### src/rtl/uart_cmd_decoder.sv
// uart_cmd_decoder
//   Turns the ASCII character stream from the UART receiver into 34-bit
//   command words for the WB_master command port.
//   Line syntax: <letter><hex digits><CR|LF>
//     A<1-8 hex>  -> {2'b10, 2'b00, addr[29:0]}  (address set)
//     W<1-8 hex>  -> {2'b01, data[31:0]}         (write)
//     R           -> {2'b00, 32'h0}              (read)
//   Ports:
//     i_clk       system clock, rising edge
//     i_reset     asynchronous active-high reset
//     i_stb       one-cycle strobe, i_char valid
//     i_char      received ASCII character
//     o_cmd_stb   command word valid (held until accepted)
//     o_cmd_word  command word, stable while o_cmd_stb is high
//     i_cmd_busy  downstream busy, blocks acceptance
//     o_err       one-cycle pulse: malformed command discarded
//     o_overrun   one-cycle pulse: character dropped while a word was pending
module uart_cmd_decoder #(
  parameter bit LOWER_OK = 1'b1
) (
  input  logic        i_clk,
  input  logic        i_reset,
  input  logic        i_stb,
  input  logic [7:0]  i_char,
  output logic        o_cmd_stb,
  output logic [33:0] o_cmd_word,
  input  logic        i_cmd_busy,
  output logic        o_err,
  output logic        o_overrun
);

  typedef enum logic [1:0] {S_IDLE, S_HEX, S_SKIP, S_SEND} state_t;

  // Opcode encoding doubles as the command word's top two bits.
  localparam logic [1:0] OP_READ  = 2'b00;
  localparam logic [1:0] OP_WRITE = 2'b01;
  localparam logic [1:0] OP_ADDR  = 2'b10;

  state_t      r_state, w_state_next;
  logic [1:0]  r_op, w_op_next;
  logic [31:0] r_acc, w_acc_next;
  logic [3:0]  r_cnt, w_cnt_next;
  logic        r_cmd_stb, w_cmd_stb_next;
  logic [33:0] r_cmd_word, w_cmd_word_next;
  logic        r_err, w_err_next;
  logic        r_overrun, w_overrun_next;

  // Character classification
  logic        w_is_hex, w_is_term, w_is_space, w_is_letter;
  logic [3:0]  w_nibble;
  logic [1:0]  w_letter_op;
  logic [33:0] w_word;

  always_comb begin
    w_is_hex    = 1'b0;
    w_nibble    = 4'd0;
    w_is_letter = 1'b0;
    w_letter_op = OP_READ;
    if (i_char >= 8'h30 && i_char <= 8'h39) begin
      w_is_hex = 1'b1;
      w_nibble = i_char[3:0];
    end else if (i_char >= 8'h41 && i_char <= 8'h46) begin
      // 'A'..'F' have low nibble 1..6, so +9 yields 10..15
      w_is_hex = 1'b1;
      w_nibble = i_char[3:0] + 4'd9;
    end else if (LOWER_OK && i_char >= 8'h61 && i_char <= 8'h66) begin
      w_is_hex = 1'b1;
      w_nibble = i_char[3:0] + 4'd9;
    end
    if (i_char == 8'h41 || (LOWER_OK && i_char == 8'h61)) begin
      w_is_letter = 1'b1;
      w_letter_op = OP_ADDR;
    end else if (i_char == 8'h57 || (LOWER_OK && i_char == 8'h77)) begin
      w_is_letter = 1'b1;
      w_letter_op = OP_WRITE;
    end else if (i_char == 8'h52 || (LOWER_OK && i_char == 8'h72)) begin
      w_is_letter = 1'b1;
      w_letter_op = OP_READ;
    end
  end

  assign w_is_term  = (i_char == 8'h0D) || (i_char == 8'h0A);
  assign w_is_space = (i_char == 8'h20);

  // Address keeps only acc[29:0]; upper digits beyond 30 bits are dropped.
  always_comb begin
    case (r_op)
      OP_ADDR:  w_word = {OP_ADDR, 2'b00, r_acc[29:0]};
      OP_WRITE: w_word = {OP_WRITE, r_acc};
      default:  w_word = {OP_READ, 32'h0};
    endcase
  end

  always_comb begin
    w_state_next    = r_state;
    w_op_next       = r_op;
    w_acc_next      = r_acc;
    w_cnt_next      = r_cnt;
    w_cmd_stb_next  = r_cmd_stb;
    w_cmd_word_next = r_cmd_word;
    w_err_next      = 1'b0;
    w_overrun_next  = 1'b0;
    case (r_state)
      S_IDLE: begin
        if (i_stb) begin
          if (w_is_term || w_is_space) begin
            // blank lines and the LF of a CRLF pair are harmless
          end else if (w_is_letter) begin
            w_op_next    = w_letter_op;
            w_acc_next   = 32'h0;
            w_cnt_next   = 4'd0;
            w_state_next = S_HEX;
          end else begin
            w_err_next   = 1'b1;
            w_state_next = S_SKIP;
          end
        end
      end
      S_HEX: begin
        if (i_stb) begin
          if (w_is_hex) begin
            if (r_op != OP_READ && r_cnt < 4'd8) begin
              w_acc_next = {r_acc[27:0], w_nibble};
              w_cnt_next = r_cnt + 4'd1;
            end else begin
              w_err_next   = 1'b1;
              w_state_next = S_SKIP;
            end
          end else if (w_is_term) begin
            if (r_op != OP_READ && r_cnt == 4'd0) begin
              // terminator already seen, so resume at IDLE rather than SKIP
              w_err_next   = 1'b1;
              w_state_next = S_IDLE;
            end else begin
              w_cmd_word_next = w_word;
              w_cmd_stb_next  = 1'b1;
              w_state_next    = S_SEND;
            end
          end else begin
            w_err_next   = 1'b1;
            w_state_next = S_SKIP;
          end
        end
      end
      S_SKIP: begin
        if (i_stb && w_is_term) begin
          w_state_next = S_IDLE;
        end
      end
      S_SEND: begin
        // No buffering: anything arriving while a word is pending is lost,
        // including on the cycle the word is accepted.
        if (i_stb) begin
          w_overrun_next = 1'b1;
        end
        if (r_cmd_stb && !i_cmd_busy) begin
          w_cmd_stb_next = 1'b0;
          w_state_next   = S_IDLE;
        end
      end
      default: begin
        w_state_next = S_IDLE;
      end
    endcase
  end

  always_ff @(posedge i_clk or posedge i_reset) begin
    if (i_reset) begin
      r_state    <= S_IDLE;
      r_op       <= OP_READ;
      r_acc      <= 32'h0;
      r_cnt      <= 4'd0;
      r_cmd_stb  <= 1'b0;
      r_cmd_word <= 34'h0;
      r_err      <= 1'b0;
      r_overrun  <= 1'b0;
    end else begin
      r_state    <= w_state_next;
      r_op       <= w_op_next;
      r_acc      <= w_acc_next;
      r_cnt      <= w_cnt_next;
      r_cmd_stb  <= w_cmd_stb_next;
      r_cmd_word <= w_cmd_word_next;
      r_err      <= w_err_next;
      r_overrun  <= w_overrun_next;
    end
  end

  assign o_cmd_stb  = r_cmd_stb;
  assign o_cmd_word = r_cmd_word;
  assign o_err      = r_err;
  assign o_overrun  = r_overrun;

endmodule

### config.mk
export PLATFORM = sky130hd
export DESIGN_NAME = uart_cmd_decoder
export DESIGN_NICKNAME = d
export VERILOG_FILES = /design/src/rtl/uart_cmd_decoder.sv
export SDC_FILE = /design/constraint.sdc
export NUM_CORES = 1
export LEC_CHECK = 0
export CORE_MARGIN = 2
export CORE_UTILIZATION = 45
export CTS_BUF_LIST = sky130_fd_sc_hd__clkbuf_8
export DETAILED_ROUTE_END_ITERATION = 8
export GPL_ROUTABILITY_DRIVEN = 0
export PLACE_DENSITY = 0.69
export SLEW_MARGIN = 20
export SYNTH_ARGS = -nofsm -noshare
export SYNTH_HDL_FRONTEND = slang
export SYNTH_SLANG_ARGS = --single-unit
export TNS_END_PERCENT = 10
### constraint.sdc
create_clock -name i_clk -period 2.4 [get_ports i_clk]
set_input_delay 0.24 -clock i_clk [delete_from_list [all_inputs] [get_ports i_clk]]
set_output_delay 0.24 -clock i_clk [all_outputs]
set_load 0.005 [all_outputs]
==> metrics.md, run 1 <==
| Metric | Value |
|---|---|
| Run status | `complete, no violations` |
| Number of hold violations in the final report | `0` |
| Startpoint types | `input pin` |
| Measured slew at the worst slew-check pin | `651 ps` |
| RSZ-0062 raised after global routing | `false` |
| Count of unresolved DRC violations after routing | `0` |
| Share of final-layout standard cells stronger than drive strength 1 | `16.7%` |
| Top cell family by delay on the critical path | `simple AND/OR/NAND/NOR gates` |
| Initial Util | `46.2%` |
| Die area | `8620 sq um` |
| Area occupied by multi-input gates | `1500 sq um` |
| Aggregate global-route resource usage | `18.2%` |
| Post-layout instance count excluding filler cells | `521` |
| Number of diodes added for antenna fixing | `0` |
| Mean instance size in the synthesized netlist | `10.5 sq um` |
| Count of cell types in the netlist | `52` |
| Area growth from synthesis to layout | `32.3%` |
| First-pass iteration count of the detailed router | `4` |
| Class of the tightest hold or removal check | `input pin to asynchronous set/reset pin` |
| CTS HTree Levels | `3` |
| Leakage power | `2.06 nW` |
| Drt wl/cell | `14.8 microns` |
| Area used by sequential logic in the layout | `1930 sq um` |
| Die height | `92.9 microns` |
| Master cell of the clock root buffer | `sky130_fd_sc_hd__clkbuf_8` |
| Biggest cell delay along the critical path | `500 ps` |
| Type of element capturing the critical path | `flop` |
| Internal power contribution | `2.29 mW` |
| Number of warnings reported in the yosys synthesis log | `0` |
| Switching power as a share of total power | `25.2%` |
| Cell area power density | `652 nW/um^2` |
| Final number of setup-violating endpoints | `0` |
| Most frequent standard cell in the layout excluding fill and tap cells | `sky130_fd_sc_hd__dfrtp_1` |
| Data arrival, critical path | `2510 ps` |
| Critical path class | `input pin to flop` |
| Fraction of the core area covered by cells at the end of the flow | `61.1%` |
| Flop pwr share | `47.1%` |
| Fmax achieved | `0.448 GHz` |
| Peak supply drop | `0.000275 V` |
| Worst-case headroom to the max-slew limit | `56.0%` |
| Topmost layer with routed signal wires | `met4` |
| Via count of the first global-routing pass | `2642` |
| Num rows | `32` |
| Fill cells | `646` |
| FFs w/ async S/R, synth | `100%` |
| Die width | `92.9 microns` |
| Number of instances in the synthesized netlist | `339` |
| Via Count | `2797` |
| TritonCTS clock tree | `built` |
| Sequential fraction of the synthesis area | `54.2%` |
| Sum of overflow across all layers after global routing | `0` |
| Cell area after synthesis | `3550 sq um` |
| Pins over their slew limit | `0` |
| Max Cap Viol | `0` |
| Core footprint | `7690 sq um` |
| Total buffers and inverters traversed by the critical path | `2` |
| Worst Path Max Fanout | `8` |
| Clock network power share | `38.9%` |
| Routed length on met1 | `3520 microns` |
| First-pass GRT wire length | `12500 microns` |
| Register bit count reported by yosys | `77` |
| Inserted Clock Buffers | `9` |
| Total number of nets in the final design | `436` |
| CTS Sinks | `77` |
| Met3 routed wirelength | `283 microns` |
| Clock Tree Buf Depth | `2` |
| P_sw | `0.773 mW` |
| Mean number of vias per cell | `5.37` |
| Cell-by-cell trace of the critical path | `clkdlybuf4s50_1 > or3b_4 > or4_4 > nand4_4 > nand2_4 > o22ai_4 > clkbuf_16 > a22o_1` |
| Min Clock Period, post-route | `2230 ps` |
| Final period utilization | `92.9%` |
| Syn Nets | `361` |
| Clock slew seen by the registers of the worst setup and hold paths | `80 ps` |
| Clock Latency Late Sink | `340 ps` |
| DP Cell Count | `500` |
| Main synth FF type | `sky130_fd_sc_hd__dfrtp_1` |
| Port Buffer Count | `48` |
| Total met2 wirelength after detailed routing | `3900 microns` |
| Number of ports placed on the die boundary | `49` |
| Maximum clock skew at final layout | `8.01 ps` |
| Required time of the critical path | `2680 ps` |
| Half-perimeter wire length after placement | `5150 microns` |
| Violation count after the first detailed-routing iteration | `174` |
| Largest net degree at the start of global routing | `78` |
| Number of enable-type register cells in the synthesized netlist | `0` |
| Number of antenna violations at the first check in global routing | `0` |
| Detailed-route wire length | `7730 microns` |
| Number of hold buffers added after CTS | `0` |
| Comb power frac | `14.0%` |
| Cell at the slowest stage of the critical path | `sky130_fd_sc_hd__or4_4` |
| Residual antenna-violating net count after detailed routing | `0` |
| Most used cells in the layout excluding fill and tap cells | `sky130_fd_sc_hd__dfrtp_1, sky130_fd_sc_hd__nand2_1, sky130_fd_sc_hd__clkdlybuf4s50_1` |
## cell usage after synthesis, types with 4 or more instances
library cell,instances,area (sq um)
sky130_fd_sc_hd__a22o_1,33,289
sky130_fd_sc_hd__nand2b_1,4,25.0
sky130_fd_sc_hd__nor2_1,9,33.8
sky130_fd_sc_hd__inv_1,8,30.0
sky130_fd_sc_hd__ha_1,10,125
sky130_fd_sc_hd__dfrtp_1,77,1930
sky130_fd_sc_hd__buf_2,6,30.0
sky130_fd_sc_hd__o21ai_1,15,75.1
sky130_fd_sc_hd__nand2_1,74,278
sky130_fd_sc_hd__clkbuf_1,11,41.3
sky130_fd_sc_hd__o21ai_0,26,130
sky130_fd_sc_hd__and3_1,4,25.0
sky130_fd_sc_hd__buf_6,4,45.0
## layout make-up
type	instances	share of cell area, %
Clock buffer	10	2.93
Inverter	8	0.639
Tap cell	102	2.72
Multi-Input combinational cell	233	31.9
Clock inverter	6	2.37
Sequential cell	77	41.0
Timing Repair Buffer	85	18.4
## state kept, by name, summed over array words and instances, names as in the netlist
signal,flops
r_state,2
o_err,1
r_op,2
o_cmd_stb,1
r_cnt,4
r_acc,32
o_cmd_word,34
o_overrun,1
## logic make-up after synthesis
group	share of synthesized area (%)
AOI/OAI and AO/OA	20.1
muxes	1.55
adders and majority gates	3.52
and+or+nand+nor	16.0
xor gates and xnor gates	0.493
DFF	54.2
buffers and inverters	4.12
## worst paths after layout
kind                       cells after the start  slack [ps]              to            from
setup / recovery                               8         170       r_acc[12]       i_char[3]
hold / removal                                 3         310  o_cmd_word[31]         i_reset
setup reg to reg                               7         240  o_cmd_word[10]         r_op[0]
hold reg to reg                                2         480  o_cmd_word[24]  o_cmd_word[24]
max in group asynchronous                      3        1790       o_overrun         i_reset
min in group i_clk                             4         450        r_acc[1]       i_char[1]
## routing by layer
| layer | track usage (%) | up-vias |
|---|---|---|
| met5 | 0 | - |
| met4 | 4.78 | 0 |
| met3 | 4.39 | 2 |
| met2 | 30.1 | 60 |
| met1 | 24.2 | 1377 |
| li1 | - | 1358 |
## worst min-delay path, cell delays in order
cell                              delay (ps)
sky130_fd_sc_hd__clkdlybuf4s50_1         410
sky130_fd_sc_hd__inv_2                    70
sky130_fd_sc_hd__buf_12                  340
## power by group through the flow
| stage | logic, mW | clock network, mW | registers (mW) |
|---|---|---|---|
| floorplan | 0.288 | 0 | 1.43 |
| global placement | 0.386 | 0 | 1.47 |
| detailed placement | 0.394 | 0 | 1.47 |
| CTS | 0.396 | 1.21 | 1.44 |
| global route | 0.474 | 1.27 | 1.46 |
| finish | 0.429 | 1.19 | 1.44 |
## what timing repair did
item                                    CTS  global route
gates resized for setup                   0             8
endpoints found under the setup margin    0             3
buffers inserted                          0             2
## per-stage QoR
stage	setup TNS [ps]	power, mW	setup slack (ps)	instance area [sq um]	hold slack [ps]
final	0	3.07	170	4700	308
after global routing	0	3.20	114	4700	343
after CTS	0	3.05	61.8	4600	317
after detailed placement	-10110	1.86	-295	4350	470
after global placement	-7920	1.85	-228	4350	461
after floorplan	0	1.71	193	3550	407
Note: power is estimated with default switching activity, not from simulation.
==> run 2: changes to the inputs <==
CORE_UTILIZATION = 51   (was 45)
PLACE_DENSITY = 0.76   (was 0.69)
==> run 2 against run 1 <==
Net effect: flip-flop and latch count did not move; non-clock buffer count rose by 4; sequential share of layout area rose by 1.2 points; cell count fell by 3.6%; fmax fell by 4.5%.
==> metrics.md, run 2 (synthesized netlist as in run 1, its figures left out) <==
| Metric | Value |
|---|---|
| Run status | `complete, no violations` |
| Finished Cell Area | `4570 sq um` |
| Peak-usage layer in the global routing report | `met2` |
| Total Power Consumption | `2.75 mW` |
| Number of diodes added for antenna fixing | `0` |
| Core footprint | `6760 sq um` |
| Initial Util | `52.6%` |
| Peak supply drop | `0.000363 V` |
| Half-perimeter wire length after placement | `5480 microns` |
| GRT met1 Usage | `27.8%` |
| Global routing usage on met2 | `33.4%` |
| Violation count after the first detailed-routing iteration | `185` |
| Most used cells in the layout excluding fill and tap cells | `sky130_fd_sc_hd__dfrtp_1, sky130_fd_sc_hd__nand2_1, sky130_fd_sc_hd__clkdlybuf4s50_1` |
| Number of antenna violations at the first check in global routing | `0` |
| Number of hold violations in the final report | `0` |
| Required time of the critical path | `2690 ps` |
| Measured slew at the worst slew-check pin | `736 ps` |
| Class of the tightest hold or removal check | `input pin to asynchronous set/reset pin` |
| Number of ports placed on the die boundary | `49` |
| Residual antenna-violating net count after detailed routing | `0` |
| Clock network power share | `31.7%` |
| DP Cell Count | `481` |
| Num rows | `30` |
| P_sw | `0.777 mW` |
| Count of unresolved DRC violations after routing | `0` |
| Type of element capturing the critical path | `flop` |
| Flop pwr share | `52.6%` |
| Cell area power density | `601 nW/um^2` |
| Worst setup slack before clock tree synthesis | `-339 ps` |
| Via Count | `2827` |
| Worst-case headroom to the max-slew limit | `50.8%` |
| Setup slack after layout | `63.8 ps` |
| Die area | `7650 sq um` |
| Max Cap Viol | `0` |
| First-pass GRT wire length | `12400 microns` |
| Detailed-route wire length | `7650 microns` |
| Worst Path Max Fanout | `4` |
| Inserted Clock Buffers | `9` |
| Fill cells | `522` |
| Die height | `87.5 microns` |
| Die width | `87.5 microns` |
| Mean number of vias per cell | `5.63` |
| Share of final-layout standard cells stronger than drive strength 1 | `16.4%` |
| Master cell of the clock root buffer | `sky130_fd_sc_hd__clkbuf_8` |
| CTS HTree Levels | `3` |
| Min Clock Period, post-route | `2340 ps` |
| Switching power as a share of total power | `28.3%` |
| Largest net degree at the start of global routing | `47` |
| Clock Tree Buf Depth | `2` |
| Most frequent standard cell in the layout excluding fill and tap cells | `sky130_fd_sc_hd__dfrtp_1` |
| Clock Latency Late Sink | `350 ps` |
| Critical path class | `input pin to flop` |
| Data arrival, critical path | `2630 ps` |
| Port Buffer Count | `48` |
| Area growth from synthesis to layout | `28.6%` |
| TritonCTS clock tree | `built` |
| Comb power frac | `15.7%` |
| Met3 layer usage reported by global route | `5.40%` |
| Placed inst area | `4320 sq um` |
| Leakage power | `2.00 nW` |
| Aggregate global-route resource usage | `21.1%` |
| First-pass iteration count of the detailed router | `4` |
| Clock slew seen by the registers of the worst setup and hold paths | `80 ps` |
| Fmax achieved | `0.428 GHz` |
| Total number of nets in the final design | `440` |
| Startpoint types | `input pin` |
| Final total negative setup slack | `0 ps` |
| Max FFs per register | `34` |
| Drt wl/cell | `15.2 microns` |
| Maximum clock skew at final layout | `10.4 ps` |
| Sum of overflow across all layers after global routing | `0` |
| Pins over their slew limit | `0` |
| Post-layout instance count excluding filler cells | `502` |
| Internal power contribution | `1.97 mW` |
| Final number of setup-violating endpoints | `0` |
| CTS Sinks | `77` |
| Final period utilization | `97.3%` |
| Via count of the first global-routing pass | `2599` |
run 2: cell count changes in the layout (fill, tap and decap cells not counted), moves of 2 or more:
| cell | previous run | this run |
|---|---|---|
| sky130_fd_sc_hd__clkbuf_16 | 2 | 0 |
| sky130_fd_sc_hd__clkinv_4 | 2 | 0 |
| sky130_fd_sc_hd__buf_4 | 29 | 31 |
| sky130_fd_sc_hd__buf_12 | 5 | 3 |
| sky130_fd_sc_hd__buf_6 | 1 | 6 |
| sky130_fd_sc_hd__inv_2 | 3 | 1 |
| sky130_fd_sc_hd__bufinv_16 | 3 | 0 |
| sky130_fd_sc_hd__clkinvlp_4 | 0 | 3 |
run 2: per-stage QoR:
step / utilization [%] / hold slack, ps
2_1_floorplan: - / 407
3_3_place_gp: 63.9 / 462
3_5_place_dp: 63.9 / 470
4_1_cts: 66.5 / 357
5_1_grt: 67.6 / 412
6_report: 67.6 / 345
run 2: cell type report:
class                           count  area [sq um]  area share, %
Multi-Input combinational cell    233          1490           32.6
Inverter                            8          30.0          0.657
Sequential cell                    77          1930           42.2
Clock inverter                      5          36.3          0.794
Tap cell                           80           100           2.19
Timing Repair Buffer               89           848           18.6
Clock buffer                       10           138           3.01
run 2: worst paths after layout:
check                         startpoint             end  slack, ps  cells past startpoint
max                            i_char[1]       r_acc[22]         60                     11
min                              i_reset   o_cmd_word[9]        340                      2
max reg2reg                      r_op[0]  o_cmd_word[12]        390                      7
min reg2reg                o_cmd_word[9]   o_cmd_word[9]        480                      2
max in group asynchronous        i_reset  o_cmd_word[10]       1400                      3
min in group i_clk             i_char[0]        r_acc[0]        480                      4
run 2: power by group through the flow:
stage / clock, mW / combinational [mW] / sequential [mW]
finish: 0.872 / 0.430 / 1.45
global route: 0.940 / 0.479 / 1.46
CTS: 0.885 / 0.400 / 1.44
detailed placement: 0 / 0.398 / 1.47
global placement: 0 / 0.382 / 1.47
floorplan: 0 / 0.288 / 1.43
run 2: routing by layer:
layer | vias to the layer above | part of all wire, %
met5 | - | 0
met4 | 0 | 1.9
met3 | 10 | 4.0
met2 | 64 | 49
met1 | 1391 | 45
li1 | 1362 | -
run 2: what timing repair did:
| action | 4_1_cts | 5_1_grt |
|---|---|---|
| hold buffers | 0 | 0 |
| gates resized for setup | 0 | 9 |
| setup buffers | 0 | 3 |
| setup endpoints to repair | 0 | 34 |
run 2: critical path: stages:
cell	delay, ps
sky130_fd_sc_hd__clkdlybuf4s50_1	410
sky130_fd_sc_hd__inv_1	100
sky130_fd_sc_hd__ha_1	170
sky130_fd_sc_hd__or3b_4	380
sky130_fd_sc_hd__or4_4	500
sky130_fd_sc_hd__nand4_4	110
sky130_fd_sc_hd__nand2_4	80
sky130_fd_sc_hd__o22ai_4	190
sky130_fd_sc_hd__buf_4	160
sky130_fd_sc_hd__buf_2	150
sky130_fd_sc_hd__a22o_1	130
